--- src/rtl/uart_rx32_deframer.sv ---
// Header-framed 32-bit word deframer for a uart_rx byte stream: hunts for HEADER_BYTE, then packs 4 payload bytes MSB first.
// Optional inter-byte timeout abort is built only when RX32_TIMEOUT_EN is defined.
module uart_rx32_deframer #(
    parameter logic [7:0] HEADER_BYTE   = 8'h49,
    parameter int         PAYLOAD_BYTES = 4,
    parameter int         TIMEOUT_CLKS  = 12500,
    parameter int         TO_WIDTH      = 16
) (
    input  logic        i_clk,
    input  logic        i_rstn,
    input  logic        i_rxdv,
    input  logic [7:0]  i_rxbyte,
    output logic        o_dataval,
    output logic [31:0] o_dataout,
    output logic        o_frame_err,
    output logic [7:0]  o_err_count,
    output logic        o_busy
);

    localparam int CNT_W = $clog2(PAYLOAD_BYTES);
    localparam logic [CNT_W-1:0] LAST_IDX = CNT_W'(PAYLOAD_BYTES - 1);

    typedef enum logic [0:0] {
        HUNT    = 1'b0,
        COLLECT = 1'b1
    } state_t;

    state_t           state_r;
    state_t           state_nxt_s;
    logic [23:0]      shift_r;
    logic [23:0]      shift_nxt_s;
    logic [CNT_W-1:0] cnt_r;
    logic [CNT_W-1:0] cnt_nxt_s;
    logic             hdr_hit_s;
    logic             done_s;
    logic             timeout_s;

    assign hdr_hit_s = i_rxdv && (i_rxbyte == HEADER_BYTE);
    assign done_s    = (state_r == COLLECT) && i_rxdv && (cnt_r == LAST_IDX);

`ifdef RX32_TIMEOUT_EN
    logic [TO_WIDTH-1:0] to_r;
    logic [TO_WIDTH-1:0] to_nxt_s;
    logic                frame_err_r;
    logic [7:0]          err_count_r;

    // A strobe landing in the expiry cycle wins, so expiry needs a quiet TIMEOUT_CLKS-th cycle.
    assign timeout_s = (state_r == COLLECT) && !i_rxdv &&
                       (to_r == TO_WIDTH'(TIMEOUT_CLKS - 1));

    // Timer next value: idle outside COLLECT, restarts on each byte.
    always_comb begin
        to_nxt_s = to_r;
        if ((state_r != COLLECT) || i_rxdv || timeout_s) begin
            to_nxt_s = {TO_WIDTH{1'b0}};
        end else begin
            to_nxt_s = to_r + TO_WIDTH'(1);
        end
    end

    // Timer, abort strobe and saturating abort counter.
    always_ff @(posedge i_clk or negedge i_rstn) begin
        if (!i_rstn) begin
            to_r        <= {TO_WIDTH{1'b0}};
            frame_err_r <= 1'b0;
            err_count_r <= 8'h00;
        end else begin
            to_r        <= to_nxt_s;
            frame_err_r <= timeout_s;
            if (timeout_s && (err_count_r != 8'hFF)) begin
                err_count_r <= err_count_r + 8'h01;
            end
        end
    end

    assign o_frame_err = frame_err_r;
    assign o_err_count = err_count_r;
`else
    assign timeout_s   = 1'b0;
    assign o_frame_err = 1'b0;
    assign o_err_count = 8'h00;
`endif

    // State register.
    always_ff @(posedge i_clk or negedge i_rstn) begin
        if (!i_rstn) begin
            state_r <= HUNT;
        end else begin
            state_r <= state_nxt_s;
        end
    end

    // Next-state logic: a 0x49 inside COLLECT is ordinary payload.
    always_comb begin
        state_nxt_s = state_r;
        case (state_r)
            HUNT: begin
                if (hdr_hit_s) begin
                    state_nxt_s = COLLECT;
                end else begin
                    state_nxt_s = HUNT;
                end
            end
            COLLECT: begin
                if (done_s || timeout_s) begin
                    state_nxt_s = HUNT;
                end else begin
                    state_nxt_s = COLLECT;
                end
            end
            default: state_nxt_s = HUNT;
        endcase
    end

    // Payload shift register and byte counter next values.
    always_comb begin
        shift_nxt_s = shift_r;
        cnt_nxt_s   = cnt_r;
        case (state_r)
            HUNT: begin
                if (hdr_hit_s) begin
                    shift_nxt_s = 24'h000000;
                    cnt_nxt_s   = {CNT_W{1'b0}};
                end else begin
                    shift_nxt_s = shift_r;
                    cnt_nxt_s   = cnt_r;
                end
            end
            COLLECT: begin
                if (done_s || timeout_s) begin
                    shift_nxt_s = 24'h000000;
                    cnt_nxt_s   = {CNT_W{1'b0}};
                end else if (i_rxdv) begin
                    shift_nxt_s = {shift_r[15:0], i_rxbyte};
                    cnt_nxt_s   = cnt_r + CNT_W'(1);
                end else begin
                    shift_nxt_s = shift_r;
                    cnt_nxt_s   = cnt_r;
                end
            end
            default: begin
                shift_nxt_s = 24'h000000;
                cnt_nxt_s   = {CNT_W{1'b0}};
            end
        endcase
    end

    // Datapath and registered outputs; o_dataout only moves on completion.
    always_ff @(posedge i_clk or negedge i_rstn) begin
        if (!i_rstn) begin
            shift_r   <= 24'h000000;
            cnt_r     <= {CNT_W{1'b0}};
            o_dataval <= 1'b0;
            o_dataout <= 32'h00000000;
            o_busy    <= 1'b0;
        end else begin
            shift_r   <= shift_nxt_s;
            cnt_r     <= cnt_nxt_s;
            o_dataval <= done_s;
            o_busy    <= (state_nxt_s == COLLECT);
            if (done_s) begin
                o_dataout <= {shift_r, i_rxbyte};
            end
        end
    end

endmodule

--- config.mk ---
export PLATFORM = sky130hd
export DESIGN_NAME = uart_rx32_deframer
export DESIGN_NICKNAME = d
export VERILOG_FILES = /design/src/rtl/uart_rx32_deframer.sv
export SDC_FILE = /design/constraint.sdc
export NUM_CORES = 1
export LEC_CHECK = 0
export CORE_MARGIN = 8
export CORE_UTILIZATION = 55
export CTS_BUF_LIST = sky130_fd_sc_hd__clkbuf_8
export CTS_CLUSTER_SIZE = 24
export DETAILED_ROUTE_END_ITERATION = 6
export GPL_TIMING_DRIVEN = 0
export PLACE_DENSITY = 0.86
export SETUP_SLACK_MARGIN = 0.4
export SKIP_CTS_REPAIR_TIMING = 1
export SYNTH_ARGS = -nofsm -noshare
export SYNTH_HDL_FRONTEND = slang
export SYNTH_SLANG_ARGS = --single-unit
--- constraint.sdc ---
create_clock -name i_clk -period 5.3 [get_ports i_clk]
set_input_delay 1.59 -clock i_clk [delete_from_list [all_inputs] [get_ports i_clk]]
set_output_delay 1.59 -clock i_clk [all_outputs]
set_load 0.05 [all_outputs]
Word level (Yosys, flattened, before mapping):

Index checks and enable logic that the tools add are counted.
Widths: inputs -> output; s select.

* register bits after elaboration: 60
* bits in latches: 0
* RAM bits: 0
* memory bits (read-only): 0
* input port bits: 11
* output and inout bits: 43
* logic and storage cells: 26
* memories kept: 0

* add/subtract/negate cells: 1
* multiply operators: 0
* div/mod/pow operators: 0
* magnitude comparators: 0
* equal/unequal tests: 4
* shift-type cells: 0
* mux-type cells: 11
* bitwise logic cells: 1
* reduce and logical (&&, ||, !) cells: 4

Operators with widths (number)
* $mux 24: 3
* $pmux 24 s2: 1
* $eq 8x7->1 const B: 1
* $mux 2: 3
* $pmux 2 s2: 1
* $logic_and 1x1->1: 3
* $ne 3x2->1 const B: 1
* $add 2x1->2 const B: 1
* $eq 2x2->1 const B: 1
* $mux 1: 2
* $ne 2x2->1 const B: 1
* $pmux 1 s2: 1
* $reduce_and 2->1: 1
* $not 1->1: 1

Logic depth before layout (Yosys ltp):

Gate-level depths: netlist (run 1).

* word-level depth: 4
* depth in mapped cells: 7
* gate-level depth less buffers: 4

Worst setup path before layout (run 1):

No wires, ideal clock.

* path type: input to register
* start point: input i_rxbyte[4]
* end point: register shift_r[13]
* setup time: 139 ps
* arrival time: 2803 ps
* data required time: 5161 ps
* path slack: 2359 ps
* stages on the path: 4
* buffers on the path: 1
* cell sequence: or4b_4 > nor4_4 > buf_6 > o32ai_1

* cells in the longest elaborated chain, start to end: 4

Ends and longest elaborated chain
* start: declaration: RTL line 12 `input logic [7:0] i_rxbyte,`
* $eq 8x7->1: RTL line 38 `assign hdr_hit_s = i_rxdv && (i_rxbyte == HEADER_BYTE);`
* $logic_and 1x1->1: RTL line 38
* $ne 2x2->1 (no line)
* $reduce_and 2->1 (no line)
* end signal: assignment: RTL line 157 `shift_r <= shift_nxt_s;`
* end: declaration: RTL line 30 `logic [23:0] shift_r;`

Every way passes these cells.
A chain may end at the register's enable or synchronous reset.

Final worst setup path (run 1):

* start point: input i_rxbyte[4]
* end point: register shift_r[15]

Same word-level chain as after synthesis.

==> results.sh, run 1 <==
export IMPL_track_usage_pct=16.8
export IMPL_rsz0062_at_grt="false"
export IMPL_fmax_ghz=0.310
export IMPL_synthTopCellsByCount="60 x dfrtp_1, 51 x nand2_1, 26 x o21ai_0"
export IMPL_setup_viol=0
export IMPL_worstMarginPinSlew_ns=0.683
export IMPL_layout_nets=304
export IMPL_drt_total_wl_um=5610
export IMPL_netlist_top_cell_by_area="dfrtp_1"
export IMPL_dr_first_iter_drc_count=141
export IMPL_clk_latency_ns=0.34
export IMPL_h_tree_depth=3
export IMPL_yosysMostFrequentCell="dfrtp_1"
export IMPL_finClkSkew_ns=0.00795
export IMPL_synth_cells=228
export IMPL_syn_area_per_cell_um2=10.8
export IMPL_p_seq_share_pct=49.1
export IMPL_worst_path_max_fanout=10
export IMPL_power_frac_comb_pct=20.5
export IMPL_cap_violations=0
export IMPL_reg2reg_slack_ns=3.06
export IMPL_via_per_inst=5.30
export IMPL_finalCriticalPeriod_ns=3.23
export IMPL_area_growth_pct=29.1
export IMPL_cp_arrival_ns=3.43
export IMPL_io_pin_count=54
export IMPL_final_area_um2=3190
export IMPL_dr_total_vias=1844
export IMPL_drc=0
export IMPL_holdCritPathClass="register to register"
export IMPL_globalRouteOverflowTotal=0
export IMPL_outcome="complete, no violations"
export IMPL_grt_pass1_vias=1915
export IMPL_slew_headroom_pct=54.4
export IMPL_coreArea_um2=4350
export IMPL_drive_above_1_share_pct=13.9
export IMPL_place_congestion=0.807
export IMPL_syn_area_um2=2470
export IMPL_die_h_um=83.0
export IMPL_ys_top_cells_by_area="dfrtp_1 61%, nand2_1 7.7%, o32ai_1 7.1%"
export IMPL_synth_distinct_cells=19
export IMPL_intPower_mw=0.793
export IMPL_slowest_stage="or4b_4"
export IMPL_cts_buffers=9
export IMPL_max_stage_delay_ns=0.56
export IMPL_port_buffers=44
export IMPL_clk_path_buf_depth=2
export IMPL_switching_share_pct=31.6
export IMPL_pre_cts_slack_ns=1.72
export IMPL_synth_top_area_share_pct=60.7
export IMPL_setup_slack_ns=2.07
export IMPL_synth_seq_cells=60
export IMPL_rows=24
export IMPL_antenna_found_initial=0
export IMPL_min_period_over_period_pct=61.0
export IMPL_synth_warning_count=0
export IMPL_final_setup_tns_ns=0
export IMPL_initial_core_util_pct=56.8
export IMPL_ir_drop_mv=0.232
export IMPL_antenna_cells=0
export IMPL_finalHoldWorstSlack_ns=0.484
export IMPL_ys_flop_type="dfrtp_1"
export IMPL_grt_pass1_wl_um=9420
export IMPL_dp_hpwl_um=4110
export IMPL_p_per_area_nw_per_um2=363
export IMPL_path_cells="clkdlybuf4s50_1, or4b_4, nor4_4, buf_6, o32ai_1"
export IMPL_synth_edf_count=0
export IMPL_die_width_um=83.0
export IMPL_cts_tree="done"
export IMPL_ant_nets=0
export IMPL_clkPwrFrac_pct=30.4
export IMPL_power_switching_mw=0.365
export IMPL_slew_violations=0
export IMPL_ys_async_sr_fraction_pct=100
export IMPL_final_util_pct=73.3
export IMPL_p_leak_nw=1.48
export IMPL_seq_area_frac_synth_pct=60.7
export IMPL_path_class="primary input to register"
export IMPL_dpl_cell_area_um2=3020
export IMPL_wl_per_cell_um=16.1
export IMPL_dr_pass1_iters=4
export IMPL_start_kind="primary input"
export IMPL_finalHoldViolCount=0
export IMPL_fp_dieArea_um2=6900
export IMPL_cts_sinks=60
export IMPL_end_kind="register"
export IMPL_cts_root_buffer="clkbuf_8"
export IMPL_cp_required_ns=5.50
export IMPL_clk_pin_slew_ns=0.06
export IMPL_grt_max_degree=32
cells by family (layout without fill, tap and decap cells):
logic type               Yosys count  count (layout)  synth area share (%)
AND/OR/NAND/NOR                   57              57                  10.1
buffers and inverters             50             110                  9.56
adder cells (fa/ha/maj)            1               1                 0.506
multiplexers                       8               8                  3.64
other                              1               9                 0.152
flip-flops                        60              60                  60.7
AO/OA/AOI/OAI                     51              51                  15.3
state kept, by name (all words and copies together), names as in the netlist:
signal     count
shift_r       24
cnt_r          2
o_busy         1
o_dataval      1
o_dataout     32
cells in the final DEF (no fill, tap or decap):
cell type | netlist | layout
buf_6 | 2 | 2
clkinv_2 | 0 | 2
buf_4 | 9 | 9
nand3_1 | 2 | 2
buf_1 | 4 | 4
nand3b_1 | 1 | 1
or2_2 | 1 | 1
buf_12 | 0 | 1
o32ai_2 | 4 | 4
conb_1 | 1 | 9
clkbuf_1 | 10 | 10
o32ai_1 | 20 | 20
or4b_4 | 1 | 1
inv_1 | 25 | 27
ha_1 | 1 | 1
o21ai_0 | 26 | 26
o21a_1 | 1 | 1
nand2_1 | 51 | 51
clkdlybuf4s50_1 | 0 | 43
nor4_4 | 1 | 1
dfrtp_1 | 60 | 60
clkbuf_8 | 0 | 11
mux2_2 | 8 | 8
buf_2 | 0 | 1
routing by layer:
layer	GRT usage, %	vias up	routed length, µm	share of wire, %
met3	5.08	6	351	6.3
met5	0	-	0	0
li1	-	877	-	-
met2	26.4	47	2880	51
met1	20.1	914	2320	41
met4	9.42	0	63	1.1
path summary, 6_finish.rpt:
check | end | startpoint | cells after the start
setup / recovery | shift_r[15] | i_rxbyte[4] | 5
hold / removal | o_dataout[12] | o_dataout[12] | 2
setup reg to reg | o_dataout[23] | cnt_r[0] | 7
hold reg to reg | o_dataout[12] | o_dataout[12] | 2
max in group asynchronous | o_dataval | i_rstn | 2
min in group asynchronous | o_dataout[0] | i_rstn | 1
layout make-up:
class / instances / area [µm²]
Buffer: 25 / 143
Clock buffer: 11 / 151
Clock inverter: 4 / 17.5
Fill cell: 298 / 1160
Inverter: 25 / 93.8
Multi-Input combinational cell: 126 / 764
Sequential cell: 60 / 1500
Tap cell: 52 / 65.1
Timing Repair Buffer: 45 / 455
power by group through the flow:
stage               combinational [mW]  sequential [mW]  clock (mW)
finish                           0.238            0.569       0.352
global route                     0.262            0.576       0.378
CTS                              0.237            0.567       0.358
detailed placement               0.235            0.576           0
global placement                 0.226            0.573           0
floorplan                        0.128            0.598           0
worst max-delay path: cells and delay by family:
family,cells,cell delay [ns]
simple gates,2,1.07
compound gates,1,0.10
buf+inv,2,0.66
per-stage QoR:
stage | instances | power (mW)
finish | 348 | 1.16
global route | 348 | 1.22
CTS | 348 | 1.16
detailed placement | 333 | 0.811
global placement | 332 | 0.799
floorplan | 236 | 0.726
(Power assumes the default switching activity.)
==> run 2: changes to the inputs <==
--- a/config.mk
+++ b/config.mk
@@ -6,12 +6,12 @@
 export NUM_CORES = 1
 export LEC_CHECK = 0
 export CORE_MARGIN = 8
-export CORE_UTILIZATION = 55
+export CORE_UTILIZATION = 52
 export CTS_BUF_LIST = sky130_fd_sc_hd__clkbuf_8
 export CTS_CLUSTER_SIZE = 24
 export DETAILED_ROUTE_END_ITERATION = 6
 export GPL_TIMING_DRIVEN = 0
-export PLACE_DENSITY = 0.86
+export PLACE_DENSITY = 0.82
 export SETUP_SLACK_MARGIN = 0.4
 export SKIP_CTS_REPAIR_TIMING = 1
 export SYNTH_ARGS = -nofsm -noshare
==> constraint.sdc (replaced) <==
create_clock -name i_clk -period 3.06 [get_ports i_clk]
set_input_delay 0.918 -clock i_clk [delete_from_list [all_inputs] [get_ports i_clk]]
set_output_delay 0.918 -clock i_clk [all_outputs]
set_load 0.05 [all_outputs]
==> run 2 against run 1 <==
Against the previous run:
- clock power rose by 120%
- largest power group unchanged
- utilization fell by 3.7 points
- first-iteration DRC count rose by 18%
- sequential power rose by 72%
- non-clock buffer count did not move
- cell count rose by 0.86%
- sequential share of layout area fell by 0.74 points
==> results.sh, run 2 (same netlist as run 1, synthesis figures left out) <==
export IMPL_die_h_um=85.0
export IMPL_initial_core_util_pct=53.0
export IMPL_route_met3_wl_um=229
export IMPL_drive_above_1_share_pct=14.1
export IMPL_p_leak_nw=1.50
export IMPL_dr_pass1_iters=4
export IMPL_io_pin_count=54
export IMPL_worstMarginPinSlew_ns=0.554
export IMPL_wl_per_cell_um=15.4
export IMPL_largest_reg_flops=32
export IMPL_most_common_layout_cells="60 x dfrtp_1, 51 x nand2_1, 43 x clkdlybuf4s50_1, 27 x inv_1, 26 x o21ai_0"
export IMPL_path_class="primary input to register"
export IMPL_dr_first_iter_drc_count=166
export IMPL_drc=0
export IMPL_p_per_area_nw_per_um2=665
export IMPL_antenna_found_initial=0
export IMPL_via_per_inst=5.22
export IMPL_dp_hpwl_um=3890
export IMPL_h_tree_depth=3
export IMPL_cp_required_ns=3.25
export IMPL_cp_arrival_ns=2.72
export IMPL_final_cells=351
export IMPL_rows=25
export IMPL_wl_met2_um=2710
export IMPL_ant_nets=0
export IMPL_globalRouteOverflowTotal=0
export IMPL_slew_violations=0
export IMPL_coreArea_um2=4660
export IMPL_end_kind="register"
export IMPL_port_buffers=44
export IMPL_cts_tree="done"
export IMPL_holdCritPathClass="register to register"
export IMPL_placedCellCount=335
export IMPL_grt_max_degree=41
export IMPL_maxUsedRoutingLayer="met4"
export IMPL_layout_nets=304
export IMPL_place_congestion=0.835
export IMPL_fmax_ghz=0.395
export IMPL_die_width_um=85.0
export IMPL_antenna_cells=0
export IMPL_slew_headroom_pct=62.8
export IMPL_finClkSkew_ns=0.0100
export IMPL_dr_total_vias=1833
export IMPL_fp_dieArea_um2=7220
export IMPL_clk_latency_ns=0.33
export IMPL_largest_registers="o_dataout (32), shift_r (24), cnt_r (2)"
export IMPL_worst_path_max_fanout=10
export IMPL_cap_violations=0
export IMPL_area_growth_pct=31.2
export IMPL_mostFrequentLayoutCell="dfrtp_1"
export IMPL_finalHoldWorstSlack_ns=0.480
export IMPL_cts_sinks=60
export IMPL_setup_viol=0
export IMPL_finalCriticalPeriod_ns=2.53
export IMPL_cts_root_buffer="clkbuf_8"
export IMPL_clk_pin_slew_ns=0.07
export IMPL_outcome="complete, no violations"
export IMPL_grt_pass1_vias=1859
export IMPL_min_period_over_period_pct=82.7
export IMPL_drt_total_wl_um=5410
export IMPL_grt_pass1_wl_um=9070
export IMPL_wl_met1_um=2340
export IMPL_finalHoldViolCount=0
export IMPL_clk_path_buf_depth=2
export IMPL_track_usage_pct=16.2
export IMPL_rsz0062_at_grt="false"
export IMPL_top_register="o_dataout"
export IMPL_cts_buffers=9
export IMPL_ir_drop_mv=0.316
export IMPL_start_kind="primary input"
==> run 2: cell types whose count changed in the layout (fill, tap and decap cells not counted), sizes merged <==
cell      change
bufinv        +2
clkbuf        -1
clkinv        -1
clkinvlp      +1
==> run 2: where the power goes <==
group          internal [mW]  switching [mW]
Combinational          0.133           0.276
Clock                  0.473           0.295
Sequential             0.914          0.0637
==> run 2: cell type report <==
class	instances	area, µm²
sequential	60	1500
fill	357	1420
multi-input combinational	126	764
timing repair buffer	45	455
buffer	25	143
clock buffer	10	138
inverter	25	93.8
clock inverter	6	80.1
tap	54	67.6
==> run 2: final timing paths <==
kind / from / to / slack, ns / cells after the start
max: i_rxbyte[4] / shift_r[13] / 0.53 / 5
min: o_dataout[19] / o_dataout[19] / 0.48 / 2
max reg2reg: cnt_r[0] / o_dataout[14] / 0.97 / 7
min reg2reg: o_dataout[19] / o_dataout[19] / 0.48 / 2
max in group asynchronous: i_rstn / o_dataout[24] / 1.94 / 2
min in group asynchronous: i_rstn / o_busy / 0.55 / 1
==> run 2: per-layer routing <==
metal / up-vias / global-route usage [%]
met4: 0 / 9.55
met1: 899 / 19.3
met5: - / 0
li1: 881 / -
met2: 41 / 25.7
met3: 12 / 4.34
==> run 2: critical path: stages <==
cell and delay, ns:
clkdlybuf4s50_1 0.42, or4b_4 0.55, nor4_4 0.51, buf_6 0.23, o32ai_1 0.10
==> run 2: through the flow <==
stage	setup TNS [ns]	util (%)	total power [mW]	setup WS, ns	cell area [µm²]
after floorplan	0	-	1.26	0.790	2500
after global placement	-42.81	64.6	1.38	-0.715	3010
after detailed placement	0	64.9	1.40	0.188	3030
after CTS	0	69.6	2.18	0.524	3240
after global routing	0	69.6	2.28	0.437	3240
final	0	69.6	2.16	0.530	3240
